### src/rtl/mips32_sim_pkg.sv
// mips32_sim_pkg: run-monitor FSM states and done-cause codes
package mips32_sim_pkg;
  typedef enum logic [1:0] {S_IDLE, S_RUN, S_DRAIN, S_DONE} run_state_t;
  localparam logic [1:0] DONE_NONE    = 2'b00;
  localparam logic [1:0] DONE_HALT    = 2'b01;
  localparam logic [1:0] DONE_TIMEOUT = 2'b10;
endpackage

### src/rtl/mips32_trace_buf.sv
// mips32_trace_buf: circular store trace with saturating count, sticky overflow and registered oldest-relative read
module mips32_trace_buf #(
  parameter int TRACE_DEPTH = 16,
  parameter int ADDR_W      = 32,
  parameter int DATA_W      = 32
) (
  input  logic                           clk,
  input  logic                           rst,
  input  logic                           clr,
  input  logic                           we,
  input  logic [ADDR_W-1:0]              wa,
  input  logic [DATA_W-1:0]              wd,
  input  logic [$clog2(TRACE_DEPTH)-1:0] rd_idx,
  output logic [ADDR_W-1:0]              rd_addr,
  output logic [DATA_W-1:0]              rd_data,
  output logic [$clog2(TRACE_DEPTH):0]   count,
  output logic                           overflow
);
  localparam int IW = $clog2(TRACE_DEPTH);
  logic [ADDR_W+DATA_W-1:0] mem [TRACE_DEPTH];
  logic [IW-1:0] wr_ptr_q, wr_ptr_d, oldest, slot;
  logic [IW:0] count_q, count_d;
  logic overflow_q, overflow_d, full, hit;
  logic [ADDR_W-1:0] rd_addr_q, rd_addr_d;
  logic [DATA_W-1:0] rd_data_q, rd_data_d;
  // oldest entry sits count slots behind the write pointer; a full buffer wraps it onto the pointer itself
  always_comb begin
    full       = count_q == (IW+1)'(TRACE_DEPTH);
    oldest     = wr_ptr_q - count_q[IW-1:0];
    slot       = oldest + rd_idx;
    hit        = {1'b0, rd_idx} < count_q;
    wr_ptr_d   = clr ? '0 : we ? wr_ptr_q + IW'(1) : wr_ptr_q;
    count_d    = clr ? '0 : (we && !full) ? count_q + (IW+1)'(1) : count_q;
    overflow_d = clr ? 1'b0 : overflow_q | (we & full);
    rd_addr_d  = hit ? mem[slot][ADDR_W+DATA_W-1:DATA_W] : '0;
    rd_data_d  = hit ? mem[slot][DATA_W-1:0] : '0;
  end
  // pointer, count, overflow and read-port registers
  always_ff @(posedge clk or posedge rst) begin
    if (rst) begin
      wr_ptr_q   <= '0;
      count_q    <= '0;
      overflow_q <= 1'b0;
      rd_addr_q  <= '0;
      rd_data_q  <= '0;
    end else begin
      wr_ptr_q   <= wr_ptr_d;
      count_q    <= count_d;
      overflow_q <= overflow_d;
      rd_addr_q  <= rd_addr_d;
      rd_data_q  <= rd_data_d;
    end
  end
  // storage needs no reset; stale slots are masked by count
  always_ff @(posedge clk) begin
    if (we && !clr) mem[wr_ptr_q] <= {wa, wd};
  end
  assign rd_addr  = rd_addr_q;
  assign rd_data  = rd_data_q;
  assign count    = count_q;
  assign overflow = overflow_q;
endmodule

### src/rtl/mips32_run_monitor.sv
// mips32_run_monitor: core run gating, halt/timeout completion and store trace (trace built only with RUN_MON_TRACE_EN)
module mips32_run_monitor
  import mips32_sim_pkg::*;
#(
  parameter int ADDR_W       = 32,
  parameter int DATA_W       = 32,
  parameter int CYC_W        = 32,
  parameter int MAX_CYCLES   = 2000,
  parameter int HALT_REPEAT  = 4,
  parameter int DRAIN_CYCLES = 4,
  parameter int TRACE_DEPTH  = 16
) (
  input  logic                           Clk,
  input  logic                           Reset,
  input  logic                           Start,
  input  logic [ADDR_W-1:0]              Next_PC_IF,
  input  logic                           MemWrite_MEM,
  input  logic [ADDR_W-1:0]              Mem_Addr_MEM,
  input  logic [DATA_W-1:0]              Write_Data_MUX_MEM,
  output logic                           Core_Run,
  output logic                           Done,
  output logic [1:0]                     Done_Cause,
  output logic [CYC_W-1:0]               Cycle_Count,
  input  logic [$clog2(TRACE_DEPTH)-1:0] Trace_Rd_Idx,
  output logic [ADDR_W-1:0]              Trace_Rd_Addr,
  output logic [DATA_W-1:0]              Trace_Rd_Data,
  output logic [$clog2(TRACE_DEPTH):0]   Trace_Count,
  output logic                           Trace_Overflow
);
  localparam int HW = $clog2(HALT_REPEAT + 1);
  localparam int DW = DRAIN_CYCLES > 1 ? $clog2(DRAIN_CYCLES) : 1;
  run_state_t state_q, state_d;
  logic [1:0] cause_q, cause_d;
  logic [CYC_W-1:0] cycle_q, cycle_d;
  logic [HW-1:0] halt_q, halt_d;
  logic [DW-1:0] drain_q, drain_d;
  logic [ADDR_W-1:0] pc_q;
  logic core_run_q, core_run_d, done_q, done_d, clr;
  // next state, counters and run clear; halt is checked before timeout so it wins a tie
  always_comb begin
    state_d = state_q;
    cause_d = cause_q;
    cycle_d = cycle_q;
    halt_d  = halt_q;
    drain_d = drain_q;
    clr     = 1'b0;
    case (state_q)
      S_IDLE, S_DONE: if (Start) begin
        state_d = S_RUN;
        cause_d = DONE_NONE;
        cycle_d = '0;
        halt_d  = '0;
        clr     = 1'b1;
      end
      S_RUN: begin
        cycle_d = cycle_q + CYC_W'(1);
        halt_d  = (Next_PC_IF != pc_q) ? '0 : (halt_q == HW'(HALT_REPEAT)) ? halt_q : halt_q + HW'(1);
        if (halt_d == HW'(HALT_REPEAT)) begin
          state_d = (DRAIN_CYCLES == 0) ? S_DONE : S_DRAIN;
          cause_d = (DRAIN_CYCLES == 0) ? DONE_HALT : cause_q;
          drain_d = '0;
        end else if (cycle_q == CYC_W'(MAX_CYCLES - 1)) begin
          state_d = S_DONE;
          cause_d = DONE_TIMEOUT;
        end
      end
      S_DRAIN: begin
        cycle_d = cycle_q + CYC_W'(1);
        drain_d = drain_q + DW'(1);
        if (drain_q == DW'(DRAIN_CYCLES - 1)) begin
          state_d = S_DONE;
          cause_d = DONE_HALT;
        end
      end
    endcase
    core_run_d = state_d == S_RUN || state_d == S_DRAIN;
    done_d     = state_d == S_DONE;
  end
  // state and registered outputs; the previous PC is tracked every cycle
  always_ff @(posedge Clk or posedge Reset) begin
    if (Reset) begin
      state_q    <= S_IDLE;
      cause_q    <= DONE_NONE;
      cycle_q    <= '0;
      halt_q     <= '0;
      drain_q    <= '0;
      pc_q       <= '0;
      core_run_q <= 1'b0;
      done_q     <= 1'b0;
    end else begin
      state_q    <= state_d;
      cause_q    <= cause_d;
      cycle_q    <= cycle_d;
      halt_q     <= halt_d;
      drain_q    <= drain_d;
      pc_q       <= Next_PC_IF;
      core_run_q <= core_run_d;
      done_q     <= done_d;
    end
  end
  assign Core_Run    = core_run_q;
  assign Done        = done_q;
  assign Done_Cause  = cause_q;
  assign Cycle_Count = cycle_q;
`ifdef RUN_MON_TRACE_EN
  mips32_trace_buf #(
    .TRACE_DEPTH(TRACE_DEPTH),
    .ADDR_W(ADDR_W),
    .DATA_W(DATA_W)
  ) u_trace (
    .clk(Clk),
    .rst(Reset),
    .clr(clr),
    .we(core_run_q && MemWrite_MEM),
    .wa(Mem_Addr_MEM),
    .wd(Write_Data_MUX_MEM),
    .rd_idx(Trace_Rd_Idx),
    .rd_addr(Trace_Rd_Addr),
    .rd_data(Trace_Rd_Data),
    .count(Trace_Count),
    .overflow(Trace_Overflow)
  );
`else
  logic unused_trace;
  assign unused_trace   = ^{clr, MemWrite_MEM, Mem_Addr_MEM, Write_Data_MUX_MEM, Trace_Rd_Idx};
  assign Trace_Rd_Addr  = '0;
  assign Trace_Rd_Data  = '0;
  assign Trace_Count    = '0;
  assign Trace_Overflow = 1'b0;
`endif
endmodule

### config.mk
export PLATFORM = sky130hd
export DESIGN_NAME = mips32_run_monitor
export DESIGN_NICKNAME = d
export VERILOG_FILES = /design/src/rtl/mips32_sim_pkg.sv /design/src/rtl/mips32_trace_buf.sv /design/src/rtl/mips32_run_monitor.sv
export SDC_FILE = /design/constraint.sdc
export NUM_CORES = 1
export LEC_CHECK = 0
export CORE_MARGIN = 1
export CORE_UTILIZATION = 43
export CTS_CLUSTER_DIAMETER = 50
export DETAILED_ROUTE_END_ITERATION = 10
export PLACE_DENSITY = 0.86
export SLEW_MARGIN = 10
export SYNTH_ARGS = -nofsm -noshare
export SYNTH_HDL_FRONTEND = slang
export SYNTH_HIERARCHICAL = 1
export SYNTH_SLANG_ARGS = --single-unit
### constraint.sdc
create_clock -name Clk -period 5.1 [get_ports Clk]
set_input_delay 0.51 -clock Clk [delete_from_list [all_inputs] [get_ports Clk]]
set_output_delay 0.51 -clock Clk [all_outputs]
set_load 0.01 [all_outputs]
==> results by stage <==
Outcome:
- The flow ran to the end, and the final reports show no timing, DRC or antenna violations.

Setup path:
- The data required time of the critical path is 5370 ps.
- The largest stage delay on the critical path is a little under 600 ps.
- The worst-path cell with the longest stage delay is sky130_fd_sc_hd__nor4_4.
- The endpoint arrival time on the critical path is 2920 ps.
- The worst setup path is launched from a flop.
- Along the worst path, the maximum fanout reaches 18.
- The classification of the worst setup path is reg2reg.
- Walking the worst path, the cells encountered are inv_1 > ha_1 > nor4_4 > nand3_4 > nor4_1 > mux2i_1.
- STA classifies the critical path endpoint as a flop.

Routing:
- The number of DRC markers in iteration 0 is 90.
- The via count is 3007.
- In this run the remaining antenna-violating nets after routing total 0.
- In the routed layout, each cell is associated on average with a via count of between 5 and 6.
- Wires add up to a little under 8000 um.
- The routed length per placed instance is 13.1 um.
- The number of optimization iterations in the first detailed-route pass is 4.
- The number of DRC violations after detailed routing is 0.

Pwr:
- In this run the power density over the cells is 345 mW/mm^2.
- The leakage component of the power is 0.00214 uW.
- The worst voltage drop across the vdd grid is 234 uV.

STA:
- Setup repair after global routing left no endpoint under its margin.
- The number of hold violations in the final report was 0.
- The summed negative setup slack over all endpoints is 0 ps.
- The max-slew violation total from the final report is 0.
- On the final layout, the worst clock skew is 9.24 ps.
- The final critical-path required period is 2650 ps.
- At the pin with the least slew margin, the transition time is 944 ps.
- Based on the critical path, the design can be clocked at up to about 380 MHz.
- The worst hold margin is 521 ps.
- The final clock period utilization by the worst path is 0.520.
- The tightest slew margin relative to the limit is 0.369.
- Setup violations remaining at the end of the flow were counted as 0.

Floorplan:
- The initialized floorplan defines 35 standard-cell rows.
- The x dimension of the die is 99.6 um.
- The number of primary I/O pins is 210.
- The starting density of the core is 0.444.
- The die boundary height is between 90 and 100 um.
- The floorplan step defined a die boundary enclosing about 0.01 mm^2.
- The area of the core region is 0.00924 mm^2.

Placed design:
- During placement, the flow inserted port buffers numbering 70.
- At the end of routability-driven placement, the weighted congestion stood at 0.840.
- The total half-perimeter wirelength after legalization and detailed placement is 5730 um.
- The number of cells in the design after placement is 584.
- The standard cell area after detailed placement is 0.00464 mm^2.

Clocking:
- Counting the buffers created by CTS gives 9.
- The root buffer cell chosen for the clock tree is sky130_fd_sc_hd__clkbuf_8.
- The TritonCTS clock tree is yes.
- The post-cts gate resize count is 0.
- The later pin in the worst-skew pair is clocked with a latency of 350 ps.
- CTS built an H-tree with a depth of 3.
- The quantity of hold-fixing buffers added after cts is 0.
- Counting along the longest clock path gives a buffer depth of 2.
- In this run the post-CTS setup repair buffer count came out at 0.
- Clock tree synthesis found a total of 75 sinks.
- Clock-pin slew was measured on the worst setup and hold paths at 80 ps.

Layout:
- The count of filler cells inserted in the layout is 789.
- The share of post-route cells with drive strength above 1 is 0.0552.
- Once layout is complete, the utilization of the core stands at 0.531.
- The post-route cell area is around 0.0049 mm^2.
- The area growth from synthesis to final layout is 19.7%.
- Leaving out filler cells and counting taps, the final layout contains 600.
- The number of nets in the layout is 577.
- The repair_antennas step left the layout with diodes totalling 0.

Synth:
- The summed instance area of the synthesized netlist is 0.00410 mm^2.
- Yosys instantiated no cell more often than sky130_fd_sc_hd__dfrtp_1.
- Of all flip-flops after synthesis, the portion carrying an async set or reset was 1.00.
- Ranked by total cell area, the synthesized netlist is headed by sky130_fd_sc_hd__dfrtp_1 46%, sky130_fd_sc_hd__buf_4 13%, sky130_fd_sc_hd__xor2_1 7.1%.
- Ranked by instance count, the synthesized netlist is headed by 75 x sky130_fd_sc_hd__dfrtp_1, 70 x sky130_fd_sc_hd__buf_4, 38 x sky130_fd_sc_hd__nand2_1, 33 x sky130_fd_sc_hd__xor2_1, 16 x sky130_fd_sc_hd__nand3_1.
- The count of warnings emitted by yosys is 6.
- The top flip-flop cell by instance count after synthesis is sky130_fd_sc_hd__dfrtp_1.
- Counting flops and latches in the post-synthesis netlist gives 75.
- Synthesis handed over a netlist of between 300 and 400 instances.
- The sequential area share after synthesis is 0.458.
- The largest area contributor in the netlist is sky130_fd_sc_hd__dfrtp_1.
- Counting flops with a built-in enable in the synthesized netlist gives 0.
- The number of distinct library cells after synthesis is 50.
- In this run the mean area of a mapped cell was 10.4 um^2.
- The area share of the leading cell type in the synthesized netlist is 0.458.

Global route:
- In the global route stage, overall resource usage came out at 0.166.
- The number of antenna violations at the first check in global routing is 0.
- The first global-routing pass estimated 13100 um of wire.
- The via count of the first global-routing pass came to 2769.
- The global-route congestion overflow total is 0.
- The largest net degree at the start of global routing is 44.

Min path:
- The worst hold-check path type is reg2reg.

Flow run:
- The number of violations of the max-capacitance limit is 0.
==> worst max-delay path, delay by kind of cell (launching register included) <==
family,cells,cell delay (ps)
adder cells (fa/ha/maj),1,520
flip-flops,1,410
buffers and inverters,1,80
AND/OR/NAND/NOR,3,1310
multiplexers,1,240
==> layout make-up <==
type | instances | area [um^2] | area share
Inverter | 12 | 45.0 | 0.00918
Clock buffer | 10 | 128 | 0.0260
Tap cell | 129 | 161 | 0.0329
Multi-Input combinational cell | 297 | 1850 | 0.377
Clock inverter | 6 | 138 | 0.0281
Timing Repair Buffer | 71 | 708 | 0.144
Sequential cell | 75 | 1880 | 0.383
==> final timing paths <==
kind / start / to / slack [ps] / cells past startpoint
max: state_q[0] / Cycle_Count[23] / 2450 / 6
min: halt_q[1] / halt_q[1] / 520 / 2
max reg2reg: state_q[0] / Cycle_Count[23] / 2450 / 6
min reg2reg: halt_q[1] / halt_q[1] / 520 / 2
max in group asynchronous: Reset / pc_q[31] / 3530 / 3
min in group asynchronous: Reset / Cycle_Count[3] / 600 / 2
==> cell usage in the layout (no fill, tap or decap), types with 2 or more instances in the layout <==
cell                               n
sky130_fd_sc_hd__o211ai_1          7
sky130_fd_sc_hd__dfrtp_1          75
sky130_fd_sc_hd__nor4b_1           2
sky130_fd_sc_hd__clkinv_4          2
sky130_fd_sc_hd__a311oi_1          2
sky130_fd_sc_hd__clkdlybuf4s50_1  70
sky130_fd_sc_hd__nand2b_1          4
sky130_fd_sc_hd__or4_1             2
sky130_fd_sc_hd__nand3_1          16
sky130_fd_sc_hd__nand3b_1          2
sky130_fd_sc_hd__nor4_1           15
sky130_fd_sc_hd__o22ai_1           3
sky130_fd_sc_hd__a311o_1           2
sky130_fd_sc_hd__and4_1            4
sky130_fd_sc_hd__nand2_1          38
sky130_fd_sc_hd__o21ai_0          12
sky130_fd_sc_hd__nor2_1            8
sky130_fd_sc_hd__and2_1            2
sky130_fd_sc_hd__xor2_1           33
sky130_fd_sc_hd__o21a_1            3
sky130_fd_sc_hd__a21oi_1           3
sky130_fd_sc_hd__bufinv_16         4
sky130_fd_sc_hd__conb_1           70
sky130_fd_sc_hd__nor3_1            4
sky130_fd_sc_hd__clkbuf_8          9
sky130_fd_sc_hd__mux2i_1          15
sky130_fd_sc_hd__inv_1            11
sky130_fd_sc_hd__nand4_1          10
sky130_fd_sc_hd__o41ai_1           4
sky130_fd_sc_hd__o31ai_1           5
sky130_fd_sc_hd__ha_1              7
sky130_fd_sc_hd__and3_1            3
sky130_fd_sc_hd__o311ai_1          3
sky130_fd_sc_hd__a41oi_1           2
==> per-stage QoR <==
step                total power, uW  setup WS [ps]
floorplan                       999           2680
global placement               1080           2280
detailed placement             1100           2290
CTS                            1710           2440
global route                   1780           2240
finish                         1690           2450
==> metal layers <==
| metal | GRT usage | routed length [um] |
|---|---|---|
| met1 | 0.206 | 3320 |
| met2 | 0.283 | 3910 |
| met5 | 0 | 0 |
| met4 | 0.0520 | 80 |
| met3 | 0.0436 | 532 |
==> logic make-up after synthesis <==
group / share of synthesized area
buf+inv: 0.154
mux: 0.0366
other cells: 0.000915
flops: 0.458
compound gates: 0.0971
xor+xnor: 0.0705
simple gates: 0.161
fa+ha+maj: 0.0214
==> power breakdown <==
group / switching [uW] / internal, uW / leakage (uW)
combinational: 242 / 164 / 0.00105
sequential: 41.5 / 645 / 0.000964
clock: 225 / 376 / 0.000131
==> flip-flops by register name, indices dropped and copies added (netlist names) <==
name,count
Done,1
Cycle_Count,32
pc_q,32
state_q,2
Core_Run,1
Done_Cause,2
drain_q,2
halt_q,3
No activity file was read; power rests on OpenSTA's default activity.
